$ cat src/rtl/rd_fifo_ctrl_pkg.sv
// ---------------------------------------------------------------------------
// rd_fifo_ctrl_pkg
//   Shared buffer package used by both the read-side and the write-side FIFO
//   controllers. It holds the Gray/binary pointer conversion helpers so that
//   both clock domains encode and decode pointers the same way.
//
//   The helpers work on a fixed 32-bit word. Callers zero-extend their
//   pointer into ptr_word_t and cut the result back to their own width with
//   a size cast. Pointers must therefore be narrower than 32 bits.
// ---------------------------------------------------------------------------
package rd_fifo_ctrl_pkg;

    localparam int PTR_FN_W = 32;

    typedef logic [PTR_FN_W-1:0] ptr_word_t;

    // Binary to reflected Gray code.
    function automatic ptr_word_t bin2gray(input ptr_word_t bin);
        return bin ^ (bin >> 1);
    endfunction

    // Reflected Gray code to binary. Each binary bit is the XOR of that Gray
    // bit and every Gray bit above it. Zero-extended upper bits leave the
    // result unchanged.
    function automatic ptr_word_t gray2bin(input ptr_word_t gray);
        ptr_word_t bin;
        bin[PTR_FN_W-1] = gray[PTR_FN_W-1];
        for (int i = PTR_FN_W - 2; i >= 0; i--) begin
            bin[i] = bin[i+1] ^ gray[i];
        end
        return bin;
    endfunction

endpackage

$ cat src/rtl/rd_fifo_ctrl_sync.sv
// ---------------------------------------------------------------------------
// ptr_sync
//   Two-flop synchronizer that brings a Gray-coded pointer into the local
//   clock domain. Only one bit of a Gray pointer changes per source step, so
//   each flop stage can resolve independently without a multi-bit tear.
//
//   Ports
//     clk      in   local clock; both stages are clocked on its rising edge
//     rstn     in   asynchronous active-low reset; clears both stages
//     asyncIn  in   WIDTH-bit pointer from the foreign clock domain
//     syncOut  out  WIDTH-bit pointer, two local clock edges later
// ---------------------------------------------------------------------------
module ptr_sync #(
    parameter int WIDTH = 7
) (
    input  logic             clk,
    input  logic             rstn,
    input  logic [WIDTH-1:0] asyncIn,
    output logic [WIDTH-1:0] syncOut
);

    logic [WIDTH-1:0] metaStage;

    always_ff @(posedge clk or negedge rstn) begin
        if (!rstn) begin
            metaStage <= '0;
            syncOut   <= '0;
        end else begin
            metaStage <= asyncIn;
            syncOut   <= metaStage;
        end
    end

endmodule

$ cat src/rtl/rd_fifo_ctrl.sv
// ---------------------------------------------------------------------------
// rd_fifo_ctrl
//   Read-side controller of an asynchronous FIFO built around a dual-port RAM
//   that has a registered read port. The write pointer is synchronized and
//   decoded. Words are prefetched from the RAM into a registered output stage
//   backed by a one-word skid register. This sustains one word per cycle
//   while the consumer stays ready.
//
//   Handshake: a word moves to the consumer on every rising rdClk edge where
//   dataValid and dataReady are both 1. While dataValid is 1 and dataReady is
//   0, dataOut and dataValid hold steady. dataReady can be asserted at any
//   time and has no effect while dataValid is 0.
//
//   Ports
//     rdClk        in   read clock; all state is clocked on its rising edge
//     rstn         in   asynchronous active-low reset, deasserted in sync
//                       with rdClk
//     wrPtrGray    in   Gray write pointer from the write domain (async)
//     rdPtrGray    out  registered Gray read pointer to the write domain
//     memAddrOut   out  RAM read address
//     memDataIn    in   RAM read data, one edge after the address is sampled
//     dataOut      out  registered output word
//     dataValid    out  dataOut holds a valid word
//     dataReady    in   consumer accepts the word this cycle
//     empty        out  no valid word at the output (!dataValid)
//     numElements  out  words held, as seen from the read domain
// ---------------------------------------------------------------------------
module rd_fifo_ctrl
    import rd_fifo_ctrl_pkg::*;
#(
    parameter int FIFO_WIDTH = 8,
    parameter int FIFO_DEPTH = 64,
    parameter int ADDR_WIDTH = 6
) (
    input  logic                  rdClk,
    input  logic                  rstn,
    input  logic [ADDR_WIDTH:0]   wrPtrGray,
    output logic [ADDR_WIDTH:0]   rdPtrGray,
    output logic [ADDR_WIDTH-1:0] memAddrOut,
    input  logic [FIFO_WIDTH-1:0] memDataIn,
    output logic [FIFO_WIDTH-1:0] dataOut,
    output logic                  dataValid,
    input  logic                  dataReady,
    output logic                  empty,
    output logic [ADDR_WIDTH:0]   numElements
);

    localparam int PW = ADDR_WIDTH + 1;

    // The pointer arithmetic relies on the depth being a power of two that
    // matches the address width.
    if (FIFO_DEPTH != (1 << ADDR_WIDTH)) begin : gDepthCheck
        $error("rd_fifo_ctrl: FIFO_DEPTH must equal 2**ADDR_WIDTH");
    end

    logic [PW-1:0]         wrSyncGray;
    logic [PW-1:0]         wrSyncBin;
    logic [PW-1:0]         rdPtrBin;
    logic                  memPend;
    logic                  skidValid;
    logic [FIFO_WIDTH-1:0] skidData;

    logic       emptyInt;
    logic       pop;
    logic [1:0] occ;
    logic [1:0] occAfterPop;
    logic       fetch;
    logic       loadOut;
    logic       skidToOut;
    logic       loadSkid;
    logic       dataValidNext;
    logic       skidValidNext;

    ptr_sync #(
        .WIDTH (PW)
    ) uWrSync (
        .clk     (rdClk),
        .rstn    (rstn),
        .asyncIn (wrPtrGray),
        .syncOut (wrSyncGray)
    );

    assign wrSyncBin = PW'(gray2bin(ptr_word_t'(wrSyncGray)));
    assign emptyInt  = (wrSyncBin == rdPtrBin);

    // Local occupancy counts the output word, the skid word and the RAM read
    // in flight. It never exceeds 2, because a fetch is only issued when at
    // most one word stays local after this cycle's pop.
    assign pop         = dataValid & dataReady;
    assign occ         = {1'b0, dataValid} + {1'b0, skidValid} + {1'b0, memPend};
    assign occAfterPop = occ - {1'b0, pop};
    assign fetch       = !emptyInt && (occAfterPop < 2'd2);

    // The returning RAM word goes straight to the output if the output slot
    // is free (or being popped) and nothing older sits in the skid register.
    // Otherwise it parks in the skid register. A pop with a skid word
    // promotes the skid word so that words stay in order.
    always_comb begin
        loadOut       = memPend && (!dataValid || pop) && !skidValid;
        skidToOut     = pop && skidValid;
        loadSkid      = memPend && !loadOut;
        dataValidNext = (dataValid && !pop) || skidToOut || loadOut;
        skidValidNext = (skidValid && !pop) || loadSkid;
    end

    always_ff @(posedge rdClk or negedge rstn) begin
        if (!rstn) begin
            rdPtrBin  <= '0;
            rdPtrGray <= '0;
            memPend   <= 1'b0;
        end else begin
            rdPtrBin  <= rdPtrBin + PW'(fetch);
            memPend   <= fetch;
            // Registered from the current binary pointer, so the write side
            // sees space consumed at fetch time, one cycle after the address
            // was issued.
            rdPtrGray <= PW'(bin2gray(ptr_word_t'(rdPtrBin)));
        end
    end

    always_ff @(posedge rdClk or negedge rstn) begin
        if (!rstn) begin
            dataOut   <= '0;
            dataValid <= 1'b0;
            skidData  <= '0;
            skidValid <= 1'b0;
        end else begin
            dataValid <= dataValidNext;
            skidValid <= skidValidNext;
            if (skidToOut) begin
                dataOut <= skidData;
            end else if (loadOut) begin
                dataOut <= memDataIn;
            end
            if (loadSkid) begin
                skidData <= memDataIn;
            end
        end
    end

    assign memAddrOut  = rdPtrBin[ADDR_WIDTH-1:0];
    assign empty       = !dataValid;
    assign numElements = wrSyncBin - rdPtrBin + PW'(occ);

endmodule

$ cat config.mk
export PLATFORM = sky130hd
export DESIGN_NAME = rd_fifo_ctrl
export DESIGN_NICKNAME = d
export VERILOG_FILES = /design/src/rtl/rd_fifo_ctrl_pkg.sv /design/src/rtl/rd_fifo_ctrl_sync.sv /design/src/rtl/rd_fifo_ctrl.sv
export SDC_FILE = /design/constraint.sdc
export NUM_CORES = 1
export LEC_CHECK = 0
export ABC_AREA = 1
export BUFFER_PORTS_ARGS = -buffer_cell sky130_fd_sc_hd__buf_2
export CAP_MARGIN = 20
export CORE_MARGIN = 3
export CORE_UTILIZATION = 40
export DETAILED_ROUTE_END_ITERATION = 6
export SLEW_MARGIN = 20
export SYNTH_ARGS = -nofsm -noshare
export SYNTH_HDL_FRONTEND = slang
export SYNTH_HIERARCHICAL = 1
export SYNTH_SLANG_ARGS = --single-unit
$ cat constraint.sdc
create_clock -name rdClk -period 7.2 [get_ports rdClk]
set_input_delay 0.36 -clock rdClk [delete_from_list [all_inputs] [get_ports rdClk]]
set_output_delay 0.36 -clock rdClk [all_outputs]
set_load 0.02 [all_outputs]
==> run_results.csv <==
group,metric,value,unit
run_status,outcome,"finished clean",
critical_path,cpPeakStageDelay,0.51,ns
routing,drt-total-wl,3820,um
logic_synthesis,postSynthCellCount,216,
die,core,5300,um2
routing,detail_route.first_pass.iterations,4,
routing,num_vias,1503,
logic_synthesis,synth.most_common_cell,"dfrtp_1",
sta,slew-limit-headroom,34.6,%
critical_path,rrSetupSlack,4.56,ns
logic_synthesis,synth_commonest_cells,"dfrtp_1, inv_1, nand2_1",
critical_path,crit_type,"register to output port",
logic_synthesis,synth_top_cell_area_share,51.6,%
logic_synthesis,synth_ff_type,"dfrtp_1",
routing,via_per_inst,4.51,
routing,wl_per_cell,11.5,um
logic_synthesis,synth_warnings,6,
logic_synthesis,syn-cell-area,2280,um2
logic_synthesis,yosys_register_bits,47,
critical_path,crit_chain,"inv_2 -> nand2_1 -> nand3_2 -> nand2_2 -> nand2_4 -> nand2_4 -> nand2_2 -> nand3_2 -> nand2_2 -> fa_1 -> fa_1 -> a21o_1 -> a21oi_1 -> nor2_1 -> nor2_1 -> nor2_1 -> nor2_1 -> xor2_1 -> buf_2",
die,dieWidth,81.5,um
routing,drt_iter0_markers,53,
logic_synthesis,synthAdderAreaFrac,12.5,%
logic_synthesis,synth_mux_area_share,1.48,%
die,die_area,6640,um2
logic_synthesis,synthSimpleGateAreaFrac,14.0,%
logic_synthesis,synth_xor_xnor_area_share,5.76,%
grt,grt-ovfl-total,0,
clock_tree,cts_tree,"yes",
placement,gp_congestion,0.750,
finish,antenna_cells,0,
logic_synthesis,synth_cell_type_count,26,
sta,fin_crit,3.75,ns
grt,track_usage,13.1,%
logic_synthesis,ys_top_cells_by_area,"dfrtp_1, ha_1, xor2_1",
logic_synthesis,synth_compound_area_share,6.75,%
clock_tree,cts_buffers,5,
logic_synthesis,synthesis.nets,255,
clock_tree,cts.sinks,47,
routing,ant_nets,0,
clock_tree,cts_resized,0,
clock_tree,ctsHoldBuffers,0,
sta,fin_hold_ws,0.0626,ns
sta,max_freq,266,MHz
placement,port_buffers,47,
sta,finalSetupViolations,0,
logic_synthesis,postSynth.asyncResetShare,100,%
grt,grt_pass1_vias,1486,
critical_path,timing.critical_path.mode_cell,"nor2_1",
critical_path,crit_fanout,4,
finish,drive_above_1_share,28.5,%
sta,tns,0,ns
run,maxCapViolCount,0,
critical_path,crit_buf_inv,2,
logic_synthesis,synth_top_family_by_area,"simple AND/OR/NAND/NOR gates",
clock_tree,clock_latency,0.29,ns
critical_path,crit_path_start_kind,"register",
die,start_util,43.0,%
grt,grt_pass1_wl,6560,um
die,num_rows,26,
finish,nets,301,
sta,worstMarginPinSlew,0.975,ns
sta,min_period_over_period,52.1,%
clock_tree,htreeDepth,2,
sta,slew_violations,0,
die,die_y,81.5,um
clock_tree,clkTransAtPathRegs,0.08,ns
worst_hold_path,hp-class,"primary input to async pin",
clock_tree,cts-root-buf,"clkbuf_8",
sta,rsz0062_at_grt,"no",
grt,grt_max_degree,48,
grt,antenna_found_initial,0,
critical_path,worstPathArrival,3.39,ns
logic_synthesis,synth_area_per_cell,10.6,um2
critical_path,crit_family,"adder cells",
placement,hpwl,2930,um
logic_synthesis,yosysTopAreaCell,"dfrtp_1",
clock_tree,ctsLongestPathBuffers,2,
critical_path,critPathRequiredTime,6.84,ns
routing,drc,0,
die,ios,48,
sta,hold_viol,0,
logic_synthesis,synth_edf_count,0,
finish,layout-area-overhead-vs-synth,15.5,%
logic_synthesis,synth-seq-area-share,51.6,%
sta,skew,0.00351,ns
critical_path,crit_path_top_delay_cell,"fa_1",
clock_tree,post_cts.repair.setup_buffers,0,
critical_path,cp-end-kind,"output port",
-- cell families after synthesis --
kind of cell | Yosys count
simple gates | 61
flops | 47
buf+inv | 42
compound gates | 27
fa+ha+maj | 21
xor+xnor | 15
mux | 3
-- sequential cells by signal, indices dropped and copies added (netlist names) --
signal	flops
dataOut	8
dataValid	1
memPend	1
rdPtrBin	7
rdPtrGray	7
skidData	8
skidValid	1
uWrSync/metaStage	7
uWrSync/syncOut	7
-- placed cells by master, fill, tap and decap left out, types with 6 or more instances in the layout --
cell type	instances
nor2_1	12
nand3_2	6
a21oi_1	6
inv_2	10
nand2_1	24
buf_2	46
nand3_1	11
dfrtp_1	47
o21ai_1	11
inv_1	24
ha_1	18
xor2_1	13
-- worst register-to-register path, cell delays in order (launching register included) --
cell and delay, ns:
dfrtp_1 0.41, inv_2 0.05, nand2_1 0.08, nand3_2 0.10
nand2_2 0.11, nand2_4 0.07, nand2_4 0.07, nand2_2 0.06
nand3_2 0.08, nand2_2 0.09, ha_1 0.29, nand3_1 0.06
nor3_1 0.21, nand3_1 0.11, nand2_1 0.06, inv_1 0.05
ha_1 0.21, ha_1 0.23, nand3_1 0.11, xnor2_1 0.12
-- layout make-up --
type	instances	area [um2]
sequential	47	1180
clock inverter	1	5.00
fill	504	2670
tap	70	87.6
clock buffer	7	76.3
multi-input combinational	127	923
timing repair buffer	47	238
inverter	34	128
-- layer usage --
layer  vias to the layer above  track usage, %  routed length (um)
met5                         -               0                   0
met1                       687            16.4                1750
met2                        29            20.9                1770
li1                        780               -                   -
met4                         0            6.08                  77
met3                         7            3.40                 224
-- metrics by stage --
step / util, % / setup slack, ns / cell area [um2] / cells
2_1_floorplan: - / 3.74 / 2280 / 216
3_3_place_gp: 48.1 / 3.82 / 2550 / 325
3_5_place_dp: 48.1 / 3.75 / 2550 / 325
4_1_cts: 49.6 / 3.40 / 2630 / 333
5_1_grt: 49.7 / 3.20 / 2630 / 333
6_report: 49.7 / 3.45 / 2630 / 333
-- final timing paths --
check	cells after the start	endpoint	from
worst max-delay path	19	numElements[6]	uWrSync/syncOut[6]
worst min register to register	0	uWrSync/syncOut[3]	uWrSync/metaStage[3]
min in group rdClk	1	uWrSync/metaStage[0]	wrPtrGray[0]
worst min-delay path	1	uWrSync/metaStage[0]	rstn
max in group asynchronous	1	skidData[1]	rstn
worst max register to register	19	rdPtrBin[6]	uWrSync/syncOut[6]
Power is left out: the tool's default activity adds up to more than one toggle a clock period on the data nets, which glitch-free logic cannot reach.
